## src/rtl/l2_pkg.sv

```systemverilog
// Shared definitions for the L2 request-port arbiter: FSM encoding and requester ids.
package l2_pkg;

  typedef enum logic [1:0] {
    ST_IDLE  = 2'd0,
    ST_ISSUE = 2'd1,
    ST_DONE  = 2'd2
  } arb_state_e;

  localparam int unsigned REQ_L1I = 0;
  localparam int unsigned REQ_L1D = 1;

endpackage

```

## src/rtl/rr_picker.sv

```systemverilog
// Combinational round-robin selector: first active request at or above ptr, with wrap.
module rr_picker
  import l2_pkg::*;
#(
  parameter int unsigned NUM_REQ = 2,
  parameter int unsigned IDX_W   = $clog2(NUM_REQ)
) (
  input  logic [NUM_REQ-1:0] req,
  input  logic [IDX_W-1:0]   ptr,
  output logic [IDX_W-1:0]   grant_idx_c,
  output logic               grant_valid_c
);

  // Scan from farthest to nearest offset so the nearest active index wins.
  always_comb begin
    int unsigned idx;
    idx           = 0;
    grant_idx_c   = '0;
    grant_valid_c = 1'b0;
    for (int unsigned k = NUM_REQ; k > 0; k--) begin
      idx = 32'(ptr) + (k - 1);
      if (idx >= NUM_REQ) idx = idx - NUM_REQ;
      if (req[IDX_W'(idx)]) begin
        grant_idx_c   = IDX_W'(idx);
        grant_valid_c = 1'b1;
      end
    end
  end

endmodule

```

## src/rtl/l2_port_arbiter.sv

```systemverilog
// Round-robin arbiter sharing one L2 request port between NUM_REQ L1 requesters.
// Optional watchdog abort enabled by defining ARB_TIMEOUT_EN (adds req_err port).
module l2_port_arbiter
  import l2_pkg::*;
#(
  parameter int unsigned DATA_WIDTH     = 32,
  parameter int unsigned ADDR_WIDTH     = 32,
  parameter int unsigned NUM_REQ        = 2,
  parameter int unsigned TIMEOUT_CYCLES = 256
) (
  input  logic                          clk,
  input  logic                          rst,
  input  logic [NUM_REQ*ADDR_WIDTH-1:0] req_addr,
  input  logic [NUM_REQ*DATA_WIDTH-1:0] req_wdata,
  input  logic [NUM_REQ-1:0]            req_read,
  input  logic [NUM_REQ-1:0]            req_write,
  output logic [DATA_WIDTH-1:0]         req_rdata,
  output logic [NUM_REQ-1:0]            req_ready,
  output logic [ADDR_WIDTH-1:0]         l2_addr,
  output logic [DATA_WIDTH-1:0]         l2_wdata,
  input  logic [DATA_WIDTH-1:0]         l2_rdata,
  output logic                          l2_read,
  output logic                          l2_write,
  input  logic                          l2_ready
`ifdef ARB_TIMEOUT_EN
  ,
  output logic                          req_err
`endif
);

  localparam int unsigned IDX_W = $clog2(NUM_REQ);

  arb_state_e              state, state_d;
  logic [IDX_W-1:0]        owner, owner_d, rr_ptr, rr_ptr_d, next_ptr;
  logic [IDX_W-1:0]        grant_idx;
  logic                    grant_valid;
  logic [NUM_REQ-1:0]      req_act, owner_onehot, req_ready_d;
  logic [ADDR_WIDTH-1:0]   sel_addr, l2_addr_d;
  logic [DATA_WIDTH-1:0]   sel_wdata, l2_wdata_d, req_rdata_d;
  logic                    sel_write, l2_read_d, l2_write_d;

`ifdef ARB_TIMEOUT_EN
  localparam int unsigned CNT_W = $clog2(TIMEOUT_CYCLES + 1);
  logic [CNT_W-1:0] tmo_cnt, tmo_cnt_d;
  logic             req_err_d;
`else
  logic unused_timeout_cfg;
  assign unused_timeout_cfg = (TIMEOUT_CYCLES == 0);
`endif

  assign req_act      = req_read | req_write;
  assign owner_onehot = NUM_REQ'(1) << owner;
  assign next_ptr     = (owner == IDX_W'(NUM_REQ - 1)) ? '0 : owner + IDX_W'(1);

  rr_picker #(
    .NUM_REQ (NUM_REQ),
    .IDX_W   (IDX_W)
  ) u_rr_picker (
    .req           (req_act),
    .ptr           (rr_ptr),
    .grant_idx_c   (grant_idx),
    .grant_valid_c (grant_valid)
  );

  // Mux the granted requester's address, data and operation.
  always_comb begin
    sel_addr  = '0;
    sel_wdata = '0;
    sel_write = 1'b0;
    for (int unsigned i = 0; i < NUM_REQ; i++) begin
      if (grant_idx == IDX_W'(i)) begin
        sel_addr  = req_addr[i*ADDR_WIDTH +: ADDR_WIDTH];
        sel_wdata = req_wdata[i*DATA_WIDTH +: DATA_WIDTH];
        sel_write = req_write[i];
      end
    end
  end

  // Next-state and next-output logic; every output is registered below.
  always_comb begin
    state_d     = state;
    owner_d     = owner;
    rr_ptr_d    = rr_ptr;
    l2_addr_d   = l2_addr;
    l2_wdata_d  = l2_wdata;
    l2_read_d   = l2_read;
    l2_write_d  = l2_write;
    req_ready_d = req_ready;
    req_rdata_d = req_rdata;
`ifdef ARB_TIMEOUT_EN
    tmo_cnt_d   = tmo_cnt;
    req_err_d   = req_err;
`endif
    case (state)
      ST_IDLE: begin
        req_ready_d = '0;
        if (grant_valid) begin
          state_d    = ST_ISSUE;
          owner_d    = grant_idx;
          l2_addr_d  = sel_addr;
          l2_wdata_d = sel_wdata;
          l2_write_d = sel_write;
          l2_read_d  = ~sel_write;
`ifdef ARB_TIMEOUT_EN
          tmo_cnt_d  = '0;
`endif
        end
      end
      ST_ISSUE: begin
        if (l2_ready) begin
          state_d     = ST_DONE;
          l2_read_d   = 1'b0;
          l2_write_d  = 1'b0;
          req_ready_d = owner_onehot;
          rr_ptr_d    = next_ptr;
          if (!l2_write) req_rdata_d = l2_rdata;
        end
`ifdef ARB_TIMEOUT_EN
        else if (tmo_cnt == CNT_W'(TIMEOUT_CYCLES - 1)) begin
          state_d     = ST_DONE;
          l2_read_d   = 1'b0;
          l2_write_d  = 1'b0;
          req_ready_d = owner_onehot;
          rr_ptr_d    = next_ptr;
          req_rdata_d = '0;
          req_err_d   = 1'b1;
        end else begin
          tmo_cnt_d = tmo_cnt + CNT_W'(1);
        end
`endif
      end
      ST_DONE: begin
        state_d     = ST_IDLE;
        req_ready_d = '0;
`ifdef ARB_TIMEOUT_EN
        req_err_d   = 1'b0;
`endif
      end
      default: state_d = ST_IDLE;
    endcase
  end

  // State and registered outputs; reset discards any in-flight transaction.
  always_ff @(posedge clk or posedge rst) begin
    if (rst) begin
      state     <= ST_IDLE;
      owner     <= IDX_W'(REQ_L1I);
      rr_ptr    <= IDX_W'(REQ_L1I);
      l2_addr   <= '0;
      l2_wdata  <= '0;
      l2_read   <= 1'b0;
      l2_write  <= 1'b0;
      req_ready <= '0;
      req_rdata <= '0;
`ifdef ARB_TIMEOUT_EN
      tmo_cnt   <= '0;
      req_err   <= 1'b0;
`endif
    end else begin
      state     <= state_d;
      owner     <= owner_d;
      rr_ptr    <= rr_ptr_d;
      l2_addr   <= l2_addr_d;
      l2_wdata  <= l2_wdata_d;
      l2_read   <= l2_read_d;
      l2_write  <= l2_write_d;
      req_ready <= req_ready_d;
      req_rdata <= req_rdata_d;
`ifdef ARB_TIMEOUT_EN
      tmo_cnt   <= tmo_cnt_d;
      req_err   <= req_err_d;
`endif
    end
  end

endmodule
```

## config.mk

```make
export PLATFORM = sky130hd
export DESIGN_NAME = l2_port_arbiter
export DESIGN_NICKNAME = d
export VERILOG_FILES = /design/src/rtl/l2_pkg.sv /design/src/rtl/rr_picker.sv /design/src/rtl/l2_port_arbiter.sv
export SDC_FILE = /design/constraint.sdc
export NUM_CORES = 1
export LEC_CHECK = 0
export CORE_ASPECT_RATIO = 1.1
export CORE_MARGIN = 8
export CORE_UTILIZATION = 37
export DETAILED_ROUTE_END_ITERATION = 8
export GPL_ROUTABILITY_DRIVEN = 0
export PLACE_DENSITY = 0.84
export SLEW_MARGIN = 20
export SYNTH_ARGS = -nofsm -noshare
export SYNTH_HDL_FRONTEND = slang
export SYNTH_SLANG_ARGS = --single-unit
```

## constraint.sdc

```tcl
create_clock -name clk -period 3.3 [get_ports clk]
set_clock_uncertainty 0.15 [all_clocks]
set_input_delay 0.33 -clock clk [delete_from_list [all_inputs] [get_ports clk]]
set_output_delay 0.33 -clock clk [all_outputs]
set_load 0.02 [all_outputs]
```

==> impl.org <==
** Finish
- Share of cells above drive strength 1 :: 15.7%
- Relative to the synthesized area, the layout overhead comes to 58.7%.
- After routing the design area is 0.00841 mm2.
- Share of the core filled with cells :: 59.1%
- Number of antenna diodes :: 0
- At the end of the flow, the number of nets in the layout was 874.
- Fillcell total :: 1152

** Synth
- Sequential fraction of the synthesis area :: 49.1%
- After technology mapping, the gate count stands at 472.
- After synthesis, the mean cell area works out to 11.2 um2.
- For this run, the number of Yosys warnings is 0.
- Counting flops with a built-in enable in the synthesized netlist gives 0.
- Ranked by total cell area, the synthesized netlist is headed by sky130_fd_sc_hd__dfrtp_1, sky130_fd_sc_hd__a31oi_2, sky130_fd_sc_hd__nand3b_1.
- In the synthesized netlist the async set-or-reset flop fraction comes to 100%.
- Flip-flop and latch count after synthesis :: 104
- Cell type with the largest total area after synthesis :: sky130_fd_sc_hd__dfrtp_1
- Synthesized Nets :: 639
- Post-synthesis instance area :: 0.00530 mm2
- Proportion of netlist area held by the largest area contributor :: 49.1%
- For this run, the leading register cell type out of synthesis is sky130_fd_sc_hd__dfrtp_1.
- Cell variety after synth :: 28

** GRT
- The first global-routing pass estimated 26800 um of wire.
- Via count of the first global-routing pass :: 5240
- Gr ovfl total :: 0
- The number of antenna violations at the first check in global routing was 0.
- For this run, the total global-route usage over all layers was measured as 18.4%.
- Entering global routing, the biggest net connects 66 pins.

** Setup path
- Maximum fanout along the worst path :: 33
- Data on the critical path arrives at its endpoint at 2.44 ns.
- Family of cells with the greatest summed delay on the critical path :: simple AND/OR/NAND/NOR gates
- STA classifies the critical path startpoint as an input pin.
- In this design, the stage delay of the slowest critical-path cell is 0.77 ns.
- The signal on the critical path passes through clkdlybuf4s50_1, or4_4, and2_4, buf_4, a31oi_2.
- The slowest stage of the critical path belongs to the cell sky130_fd_sc_hd__or4_4.
- STA classifies the critical path endpoint as a flop.
- The number of buffers and inverters on the critical path is 2.
- STA puts the critical path data required time at 3.40 ns.
- The worst setup path is of the in -> reg kind.

** Clock network
- Post-CTS resize count :: 0
- At the later pin of the worst-skew pair, clock insertion delay measures 0.33 ns.
- CTS buffer count :: 9
- Total number of clock tree sinks :: 104
- CTS placed an instance of sky130_fd_sc_hd__clkbuf_16 at the clock tree root.
- In this run the post-CTS setup repair buffer count came out at 0.
- Clock transition at path regs :: 0.08 ns
- The number of hold buffers added after CTS was 0.
- TritonCTS built the clock tree.
- The clock passes through at most 2 buffers.
- Number of H-tree levels :: 3

** Power and ir drop
- Per report_power, the clock group accounts for 14.4% of the total.
- Leak :: 3.09 nW
- Share of power burned in combinational logic :: 55.9%
- Sequential share of power :: 29.8%
- Switching share of power :: 40.8%
- Dividing total power by cell area gives a power density of 922 mW/mm2.
- IR analysis of the VDD net gives a maximum drop of 0.382 mV.
- Summed over all nets, the switching power comes to 0.00317 W.
- The internal power of the cells totals 0.00459 W.

** Drt
- Routed Wire Length :: 17400 um
- Once detail routing completed, the nets flagged for antenna violations numbered 0.
- Pre-Repair DR Iteration Count :: 4
- Detailed-route vias per instance :: 5.31
- In the routed design, unresolved DRC markers number 0.
- For this block, the via count after detailed routing is 4804.
- Routed wire per std cell :: 19.3 um
- After the first detailed-routing iteration, the DRC count stood at 297.

** Placement
- Port buffering added 266 buffers.
- Pre-CTS setup slack :: 0.587 ns
- Post-detail-place hpwl :: 13100 um
- Total cell area at the placement stage :: 0.00809 mm2

** Job
- Max-cap violations in this run came to 0.

** Timing
- Final hold viol count :: 0
- Final hold analysis gives a worst-case slack of 0.267 ns.
- After layout, the worst setup slack is 0.965 ns.
- Setup_tns :: 0 ns
- RSZ-0062 raised after global routing :: false
- Slew at the pin closest to its max-slew limit :: 0.808 ns
- Number of max-slew violations in the final report :: 0
- Static timing analysis puts the maximum clock frequency at 428 MHz.
- Slew HR :: 46.0%
- Fraction of the cycle the final worst path needs :: 70.8%
- # setup viols final :: 0
- Period minus WS final :: 2.33 ns

** Outcome
- Outcome :: finished clean

** Die
- Vertical die dimension :: 141 um
- The die is 130 um wide.
- In this run the core area contains 46 standard-cell rows.
- Once the floorplan was initialized, standard cells occupied 37.3% of the core.
- Boundary pin count :: 267
- Core Region :: 0.0142 mm2
- Area enclosed by the die boundary :: 0.0184 mm2

** Hold path
- The tightest min-delay check is of the in -> async type.
==> metal layers <==
metal | global-route usage, % | share of wire, % | wire length, um | vias to the layer above
met3 | 6.72 | 10 | 1810 | 32
met1 | 20.2 | 38 | 6610 | 2310
met2 | 32.0 | 49 | 8580 | 234
met5 | 0 | 0 | 0 | -
met4 | 6.67 | 2.6 | 447 | 0
li1 | - | - | - | 2228
==> cells in the mapped netlist, types with 2 or more instances <==
| library cell | number |
|---|---|
| sky130_fd_sc_hd__nor2_1 | 2 |
| sky130_fd_sc_hd__nand2_1 | 4 |
| sky130_fd_sc_hd__a31oi_1 | 4 |
| sky130_fd_sc_hd__dfrtp_1 | 104 |
| sky130_fd_sc_hd__o21ai_0 | 66 |
| sky130_fd_sc_hd__nand3_1 | 2 |
| sky130_fd_sc_hd__a21oi_1 | 64 |
| sky130_fd_sc_hd__nand3b_1 | 65 |
| sky130_fd_sc_hd__clkbuf_1 | 33 |
| sky130_fd_sc_hd__inv_1 | 3 |
| sky130_fd_sc_hd__mux2_1 | 15 |
| sky130_fd_sc_hd__mux2_2 | 18 |
| sky130_fd_sc_hd__buf_2 | 12 |
| sky130_fd_sc_hd__a31oi_2 | 60 |
| sky130_fd_sc_hd__buf_6 | 7 |
==> worst paths after layout <==
check,startpoint,end,slack [ns],cells past startpoint
worst max register to register,state[0]$_DFFE_PP0P_,l2_read$_DFFE_PP0P_,1.23,4
worst min register to register,req_rdata[27]$_DFFE_PP0P_,req_rdata[27]$_DFFE_PP0P_,0.34,1
worst min-delay path,rst,req_rdata[17]$_DFFE_PP0P_,0.27,2
max in group asynchronous,rst,req_rdata[20]$_DFFE_PP0P_,1.98,3
min in group clk,req_rdata[27]$_DFFE_PP0P_,req_rdata[27]$_DFFE_PP0P_,0.34,1
worst max-delay path,req_write[1],l2_addr[10]$_DFFE_PP0P_,0.97,5
==> state kept, by name (all words and copies together), names as in the netlist <==
name / count
req_ready: 2
l2_addr: 32
rr_ptr: 1
l2_write: 1
owner: 1
req_rdata: 32
l2_read: 1
l2_wdata: 32
state: 2
==> power groups by stage <==
stage	clock [W]	sequential [W]	combinational (W)
5_1_grt	0.00119	0.00239	0.00462
2_1_floorplan	0	0.00304	0.00173
3_5_place_dp	0	0.00233	0.00439
3_3_place_gp	0	0.00229	0.00427
6_report	0.00111	0.00231	0.00433
4_1_cts	0.00114	0.00231	0.00439
==> logic make-up (layout without fill, tap and decap cells) <==
logic type | after synthesis | after routing | synth area share [%]
simple gates | 79 | 79 | 10.6
mux | 34 | 34 | 7.21
flops | 104 | 104 | 49.1
buf+inv | 55 | 295 | 5.17
compound gates | 200 | 200 | 27.9
==> layout make-up <==
| type | instances | area (um2) | area share (%) |
|---|---|---|---|
| Clock buffer | 10 | 239 | 2.84 |
| Sequential cell | 104 | 2600 | 31.0 |
| Timing Repair Buffer | 276 | 2790 | 33.2 |
| Inverter | 3 | 13.8 | 0.164 |
| Clock inverter | 6 | 75.1 | 0.893 |
| Multi-Input combinational cell | 313 | 2450 | 29.1 |
| Tap cell | 192 | 240 | 2.86 |
==> cell usage in the layout (no fill, tap or decap), drive strengths merged, types with 2 or more instances in the layout <==
| master | netlist | final |
|---|---|---|
| a31oi | 64 | 64 |
| buf | 19 | 10 |
| a21oi | 64 | 64 |
| nand3 | 2 | 2 |
| mux2 | 33 | 33 |
| nand3b | 65 | 65 |
| clkbuf | 33 | 10 |
| nand2 | 4 | 4 |
| clkdlybuf4s50 | 0 | 266 |
| and2 | 2 | 2 |
| inv | 3 | 6 |
| dfrtp | 104 | 104 |
| o21ai | 66 | 66 |
| nor2 | 3 | 3 |
==> per-stage QoR <==
step / power, W / cells
final: 0.00775 / 904
after global routing: 0.00820 / 904
after global placement: 0.00656 / 888
after detailed placement: 0.00672 / 888
after floorplan: 0.00477 / 472
after CTS: 0.00784 / 904
(Power assumes the default switching activity.)
